`src/rtl/rgb_stream_packer.sv`:
```
// Packs 24-bit {R,G,B} pixels into 32-bit AXI4-Stream words (4 pixels -> 3 words) with SOF/EOL flags.
// Define PACKER_TESTPAT_EN to replace incoming pixels with a raster test pattern {x[7:0], y[7:0], 8'h80}.
//
// state | meaning
// PH0   | leftover empty; next pixel fills leftover, no word
// PH1   | leftover holds R,G,B; next pixel completes a word
// PH2   | leftover holds G,B; next pixel completes a word
// PH3   | leftover holds B; next pixel completes a word, leftover empties
module rgb_stream_packer #(
  parameter int H_RES = 640,
  parameter int V_RES = 480
) (
  input  logic        aclk,
  input  logic        aresetn,
  input  logic        in_valid,
  input  logic [23:0] in_pixel,
  output logic        in_ready,
  output logic [31:0] out_tdata,
  output logic        out_tvalid,
  input  logic        out_tready,
  output logic        out_tuser,
  output logic        out_tlast,
  output logic        frame_done
);

  localparam int XW = (H_RES > 1) ? $clog2(H_RES) : 1;
  localparam int YW = (V_RES > 1) ? $clog2(V_RES) : 1;
  localparam logic [XW-1:0] X_LAST = XW'(H_RES - 1);
  localparam logic [YW-1:0] Y_LAST = YW'(V_RES - 1);

  typedef enum logic [1:0] {PH0, PH1, PH2, PH3} phase_t;

  phase_t        phase, phase_nxt;
  logic [23:0]   leftover, leftover_nxt;
  logic [XW-1:0] x, x_nxt;
  logic [YW-1:0] y, y_nxt;
  logic          sof_pend, sof_pend_nxt;
  logic          out_eof;

  logic          accept;
  logic          emit;
  logic [31:0]   word;
  logic          word_user, word_last, word_eof;
  logic [23:0]   pix;
  logic          x_end, y_end;

  assign in_ready = (phase == PH0) || !out_tvalid || out_tready;
  assign accept   = in_valid && in_ready;
  assign x_end    = (x == X_LAST);
  assign y_end    = (y == Y_LAST);

`ifdef PACKER_TESTPAT_EN
  assign pix = {8'(x), 8'(y), 8'h80};
`else
  assign pix = in_pixel;
`endif

  always_comb begin
    phase_nxt    = phase;
    leftover_nxt = leftover;
    x_nxt        = x;
    y_nxt        = y;
    sof_pend_nxt = sof_pend;
    emit         = 1'b0;
    word         = '0;
    word_user    = 1'b0;
    word_last    = 1'b0;
    word_eof     = 1'b0;
    if (accept) begin
      if (x_end) begin
        x_nxt = '0;
        y_nxt = y_end ? '0 : y + 1'b1;
      end else begin
        x_nxt = x + 1'b1;
      end
      case (phase)
        PH0: begin
          leftover_nxt = pix;
          sof_pend_nxt = (x == '0) && (y == '0);
          phase_nxt    = PH1;
        end
        PH1: begin
          emit         = 1'b1;
          word         = {pix[23:16], leftover[7:0], leftover[15:8], leftover[23:16]};
          word_user    = sof_pend;
          leftover_nxt = {8'h00, pix[15:0]};
          phase_nxt    = PH2;
        end
        PH2: begin
          emit         = 1'b1;
          word         = {pix[15:8], pix[23:16], leftover[7:0], leftover[15:8]};
          leftover_nxt = {16'h0000, pix[7:0]};
          phase_nxt    = PH3;
        end
        PH3: begin
          emit         = 1'b1;
          word         = {pix[7:0], pix[15:8], pix[23:16], leftover[7:0]};
          word_last    = x_end;
          word_eof     = x_end && y_end;
          leftover_nxt = '0;
          phase_nxt    = PH0;
        end
      endcase
    end
  end

  always_ff @(posedge aclk or negedge aresetn) begin
    if (!aresetn) begin
      phase    <= PH0;
      leftover <= '0;
      x        <= '0;
      y        <= '0;
      sof_pend <= 1'b0;
    end else begin
      phase    <= phase_nxt;
      leftover <= leftover_nxt;
      x        <= x_nxt;
      y        <= y_nxt;
      sof_pend <= sof_pend_nxt;
    end
  end

  // A new word may overwrite the held one only when it is being handshaken this same cycle.
  always_ff @(posedge aclk or negedge aresetn) begin
    if (!aresetn) begin
      out_tvalid <= 1'b0;
      out_tdata  <= '0;
      out_tuser  <= 1'b0;
      out_tlast  <= 1'b0;
      out_eof    <= 1'b0;
      frame_done <= 1'b0;
    end else begin
      frame_done <= out_tvalid && out_tready && out_eof;
      if (emit) begin
        out_tvalid <= 1'b1;
        out_tdata  <= word;
        out_tuser  <= word_user;
        out_tlast  <= word_last;
        out_eof    <= word_eof;
      end else if (out_tready) begin
        out_tvalid <= 1'b0;
      end
    end
  end

endmodule

```
`config.mk`:
```
export PLATFORM = sky130hd
export DESIGN_NAME = rgb_stream_packer
export DESIGN_NICKNAME = d
export VERILOG_FILES = /design/src/rtl/rgb_stream_packer.sv
export SDC_FILE = /design/constraint.sdc
export NUM_CORES = 1
export LEC_CHECK = 0
export ABC_AREA = 1
export CORE_ASPECT_RATIO = 1.75
export CORE_MARGIN = 1
export CORE_UTILIZATION = 58
export CTS_CLUSTER_DIAMETER = 100
export CTS_CLUSTER_SIZE = 12
export DETAILED_ROUTE_END_ITERATION = 16
export PLACE_DENSITY = 0.92
export SLEW_MARGIN = 20
export SYNTH_ARGS = -nofsm -noshare
export SYNTH_HDL_FRONTEND = slang
export SYNTH_SLANG_ARGS = --single-unit
```
`constraint.sdc`:
```
create_clock -name aclk -period 2.8 [get_ports aclk]
set_clock_uncertainty 0.2 [all_clocks]
set_input_delay 0.56 -clock aclk [delete_from_list [all_inputs] [get_ports aclk]]
set_output_delay 0.56 -clock aclk [all_outputs]
set_load 0.01 [all_outputs]
```
# ---- Word level (Yosys, flattened, before mapping)
# Index checks and enable logic that the tools add are counted.
# W data, S select, Z words.
dict set report word_totals {
  reg_bits 83
  in_bits 28
  output_inout_bits 37
}
dict set report op_classes {
  add_sub_neg 2
  eq_ne 5
  muxes 16
  reduce_logical 15
}
# op n
set op_table {}
lappend op_table {{$pmux W24 S4} 1}
lappend op_table {{$pmux W32 S3} 1}
lappend op_table {{$mux W32} 1}
lappend op_table {{$add A10 B1 Y10 const B} 1}
lappend op_table {{$eq A10 B10 Y1 const B} 1}
lappend op_table {{$logic_not A10 Y1} 1}
lappend op_table {{$mux W1} 10}
lappend op_table {{$mux W10} 1}
lappend op_table {{$add A9 B1 Y9 const B} 1}
lappend op_table {{$eq A9 B9 Y1 const B} 1}
lappend op_table {{$logic_not A9 Y1} 1}
lappend op_table {{$mux W9} 1}
lappend op_table {{$pmux W2 S4} 1}
lappend op_table {{$logic_and A1 B1 Y1} 5}
lappend op_table {{$eq A2 B2 Y1 const B} 2}
lappend op_table {{$reduce_and A2 Y1} 2}
lappend op_table {{$reduce_or A3 Y1} 1}
lappend op_table {{$eq A2 B1 Y1 const B} 1}
lappend op_table {{$logic_not A2 Y1} 1}
lappend op_table {{$logic_or A1 B1 Y1} 2}
lappend op_table {{$reduce_bool A2 Y1} 1}
lappend op_table {{$logic_not A1 Y1} 1}

# ---- Logic depth before layout (Yosys ltp)
dict set report depth {
  depth_word 6
  depth_mapped 9
  mapped_depth_nobuf 9
}

# ---- Worst setup path before layout
# No wires, ideal clock.
dict set report synth_timing {
  path_type {register to register}
  startpoint {reg phase[0]}
  endpoint {reg leftover[1]}
  t_arrival_ps 1374
  setup_slack_ps 1100
  path_stages_with_launch 10
  path_buffers 1
  period_less_slack_ps 1700
  cell_sequence {dfrtp_1 inv_1 ha_1 inv_1 nand3_2 nand2_4 inv_2 buf_2 nand3_1 o21ai_0}
}
dict set report synth_via {
  elab_chain_cells 4
  elab_cells_between_ends 8
  classes_between {eq/ne: 3; mux: 1; reduce/logical: 4}
}
# element line
set synth_rtl {}
lappend synth_rtl {{from (decl)} 33} ;# phase_t phase, phase_nxt;
lappend synth_rtl {{from (signal assigned)} 115} ;# phase <= phase_nxt;
lappend synth_rtl {{$logic_not A2 Y1} 47} ;# assign in_ready = (phase == PH0) || !out_tvalid || out_tready;
lappend synth_rtl {{$logic_or A1 B1 Y1 (2 in series)} 47}
lappend synth_rtl {{named net in_ready} 17} ;# output logic in_ready,
lappend synth_rtl {{$logic_and A1 B1 Y1} 48} ;# assign accept = in_valid && in_ready;
lappend synth_rtl {{to (signal assigned)} 116} ;# leftover <= leftover_nxt;
lappend synth_rtl {{to (decl)} 34} ;# logic [23:0] leftover, leftover_nxt;
# The timed path passes the listed nets, and every way through them passes these cells.
# A chain may end at the register's enable or synchronous reset.

# ---- Worst setup path after layout
dict set report layout_timing {
  startpoint {reg phase[0]}
  endpoint {out in_ready}
}
dict set report layout_via {
  elab_chain_cells 3
}
# element line
set layout_rtl {}
lappend layout_rtl {{$logic_not A2 Y1} 47}
lappend layout_rtl {{$logic_or A1 B1 Y1 (2 in series)} 47}
lappend layout_rtl {{to (decl)} 17}
# No other way between the ends.

==> flow_metrics.tcl <==
set metrics [dict create \
    gp_congestion 0.890 \
    overflow 0 \
    ir_drop_uv 657 \
    slew_viol_final 0 \
    n_fill_cell 465 \
    yosys_register_bits 83 \
    setup.worst_path.end_class "output port" \
    cts.hold.buffers_added 1 \
    cts_buffers 9 \
    tns_ps 0 \
    firstDrtPassIters 6 \
    viasPerCell 5.81 \
    cts_root_buf "clkbuf_16" \
    placed_area_um2 4860 \
    nets 612 \
    critPathMaxFanout 3 \
    wl_per_cell_um 16.7 \
    hold_path_class "flop to flop" \
    ctsResizeCount 0 \
    setup_ws_ps 148 \
    p_leak_nw 2.45 \
    switching_power_mw 1.96 \
    grt_pass1_vias 3788 \
    fmax_ghz 0.377 \
    rsz0062_at_grt "false" \
    drt_iter0_drc 530 \
    finalSetupViolCount 0 \
    start_util_pct 60.2 \
    cts_buffer_depth 2 \
    power_density_nw_per_um2 1000 \
    synthFlopType "dfrtp_1" \
    crit_buf_inv 3 \
    io_pins 65 \
    grt_first_pass_wirelength_mm 17.9 \
    n_antenna_cell 0 \
    synth_seq_area_share_pct 49.9 \
    wl_mm 11.1 \
    power_frac_comb_pct 36.5 \
    min_period_ps 2650 \
    power.share.switching_pct 37.1 \
    finalHoldViolCount 0 \
    path_class "flop to output port" \
    internal_power_mw 3.31 \
    period_share_pct 94.7 \
    ant_nets 0 \
    yosys_warnings 0 \
    clk_pin_slew_worst_paths_ps 60 \
    cts_tree "built" \
    antenna_found_initial 0 \
    rows 40 \
    max_slew.worst_pin.slew_ps 637 \
    path_delay_family "buffers and inverters" \
    relSlewSlack_pct 57.5 \
    critPathMaxStageDelay_ps 570 \
    die_area_um2 7530 \
    worstSkewPairLatency_ps 350 \
    portBuffers 64 \
    synth_edf_count 0 \
    h-tree-depth 3 \
    p_seq_share_pct 35.5 \
    ys_types 30 \
    cpMaxStageDelayCell "clkdlybuf4s50_1" \
    reg2reg_slack_ps 480 \
    syn_area_per_cell_um2 8.04 \
    arrival_ps 1890 \
    outcome "finished, final reports clean" \
    maxCapViolCount 0 \
    syn_to_final_growth_pct 26.3 \
    clock-sinks 83 \
    syn_area_um2 4160 \
    coreArea_um2 6910 \
    cts_setup_buffers 0 \
    pwr-share-clk_pct 27.9 \
    postLayoutCellArea_um2 5250 \
    drc 0 \
    start_kind "flop" \
    die_y_um 114 \
    syn_nets 553 \
    synthCells 517 \
    crit_required_ps 2040 \
    crit_path_frequent_cell "inv_1" \
    async_reset_ff_share_pct 100 \
    hpwl_mm 7.37 \
    drive_above_1_share_pct 6.88 \
    grt_max_degree 71 \
    num_vias 3864 \
    place_ws_ps 284 \
    gr-usage-all-layers_pct 31.9 \
    crit_chain "inv_1 > ha_1 > inv_1 > nand3_2 > clkdlybuf4s50_1" \
    die_w_um 66.0 \
]
-- tightest hold or removal path: cells and delay by family, from the launching register on --
family          cells  cell delay, ps
flops               1             340
simple gates        1              50
compound gates      1              60
-- Yosys cell counts (4+ instances only) --
cell | n | share of area [%]
a21oi_1 | 31 | 3.7
buf_2 | 10 | 1.2
clkbuf_1 | 11 | 0.99
dfrtp_1 | 83 | 50
ha_1 | 8 | 2.4
inv_1 | 50 | 4.5
nand2_1 | 143 | 13
nand3_1 | 36 | 4.3
nand4_1 | 5 | 0.75
nor2_1 | 16 | 1.4
o21ai_0 | 90 | 11
o21ai_2 | 4 | 0.84
xor2_1 | 7 | 1.5
-- registers in the layout, summed over array words and instances (netlist names), 2 cells and up --
signal	cells
out_tdata	32
leftover	24
y	9
phase	2
x	10
-- layout by cell type (no fill, tap or decap) --
cell / n
o21ai_2: 4
dfrtp_1: 83
buf_4: 7
nand2_4: 2
bufinv_16: 4
a22oi_1: 1
xor2_1: 7
clkbuf_8: 1
clkinvlp_4: 1
xnor2_1: 2
nand2_2: 1
nand4_1: 5
a21o_1: 1
nor2_4: 1
o21ai_1: 2
nand3_2: 3
nor3_1: 2
a31oi_1: 1
o21ai_0: 90
ha_2: 1
clkbuf_16: 9
nor2_8: 1
nand2_1: 143
a21oi_1: 31
inv_2: 1
dlygate4sd3_1: 1
inv_1: 50
nand3b_1: 1
buf_12: 1
clkinv_4: 1
nor2_1: 16
inv_6: 1
nor3_4: 1
nand3_1: 35
clkdlybuf4s50_1: 63
ha_1: 7
-- per-stage QoR --
stage | cells | hold slack (ps) | power (mW) | util [%]
floorplan | 517 | 64.4 | 2.93 | -
global placement | 648 | 265 | 3.62 | 70.4
detailed placement | 648 | 272 | 3.73 | 70.4
CTS | 665 | 288 | 5.24 | 76.0
global route | 665 | 303 | 5.55 | 76.0
finish | 665 | 287 | 5.26 | 76.0
-- routing by layer --
layer	vias to the layer above	track usage, %	part of all wire, %
met1	1854	34.9	35
met5	-	0	0
met4	0	19.3	4.0
met2	170	55.6	55
li1	1805	-	-
met3	35	5.70	5.2
-- kinds of logic (layout without fill, tap and decap cells) --
| logic type | Yosys count | after routing | share of synthesized area (%) |
|---|---|---|---|
| buf+inv | 76 | 140 | 7.43 |
| flops | 83 | 83 | 49.9 |
| compound gates | 130 | 130 | 16.2 |
| fa+ha+maj | 8 | 8 | 2.41 |
| xor+xnor | 9 | 9 | 1.90 |
| simple gates | 211 | 211 | 22.2 |
-- worst paths after layout --
kind	from	to	depth (start not counted)
setup / recovery	phase[0]$_DFFE_PN0P_	in_ready	5
max in group asynchronous	aresetn	out_tdata[19]$_DFFE_PN0P_	3
setup reg to reg	phase[0]$_DFFE_PN0P_	out_tdata[9]$_DFFE_PN0P_	7
hold reg to reg	out_tdata[27]$_DFFE_PN0P_	out_tdata[27]$_DFFE_PN0P_	2
hold / removal	out_tdata[27]$_DFFE_PN0P_	out_tdata[27]$_DFFE_PN0P_	2
min in group asynchronous	aresetn	out_tdata[29]$_DFFE_PN0P_	2
-- power by group through the flow --
stage               logic, mW  clock network [mW]  registers, mW
global placement         1.78                   0           1.84
global route             2.12                1.52           1.91
finish                   1.92                1.47           1.87
detailed placement       1.86                   0           1.87
CTS                      1.90                1.48           1.86
floorplan                1.05                   0           1.89
-- area by class of cell --
class	count	area [um2]	area share (%)
Clock buffer	10	239	4.55
Tap cell	84	105	2.00
Inverter	52	200	3.81
Clock inverter	6	136	2.60
Sequential cell	83	2080	39.6
Timing Repair Buffer	72	713	13.6
Multi-Input combinational cell	358	1780	33.9
Power figures use the tool's default switching activity.
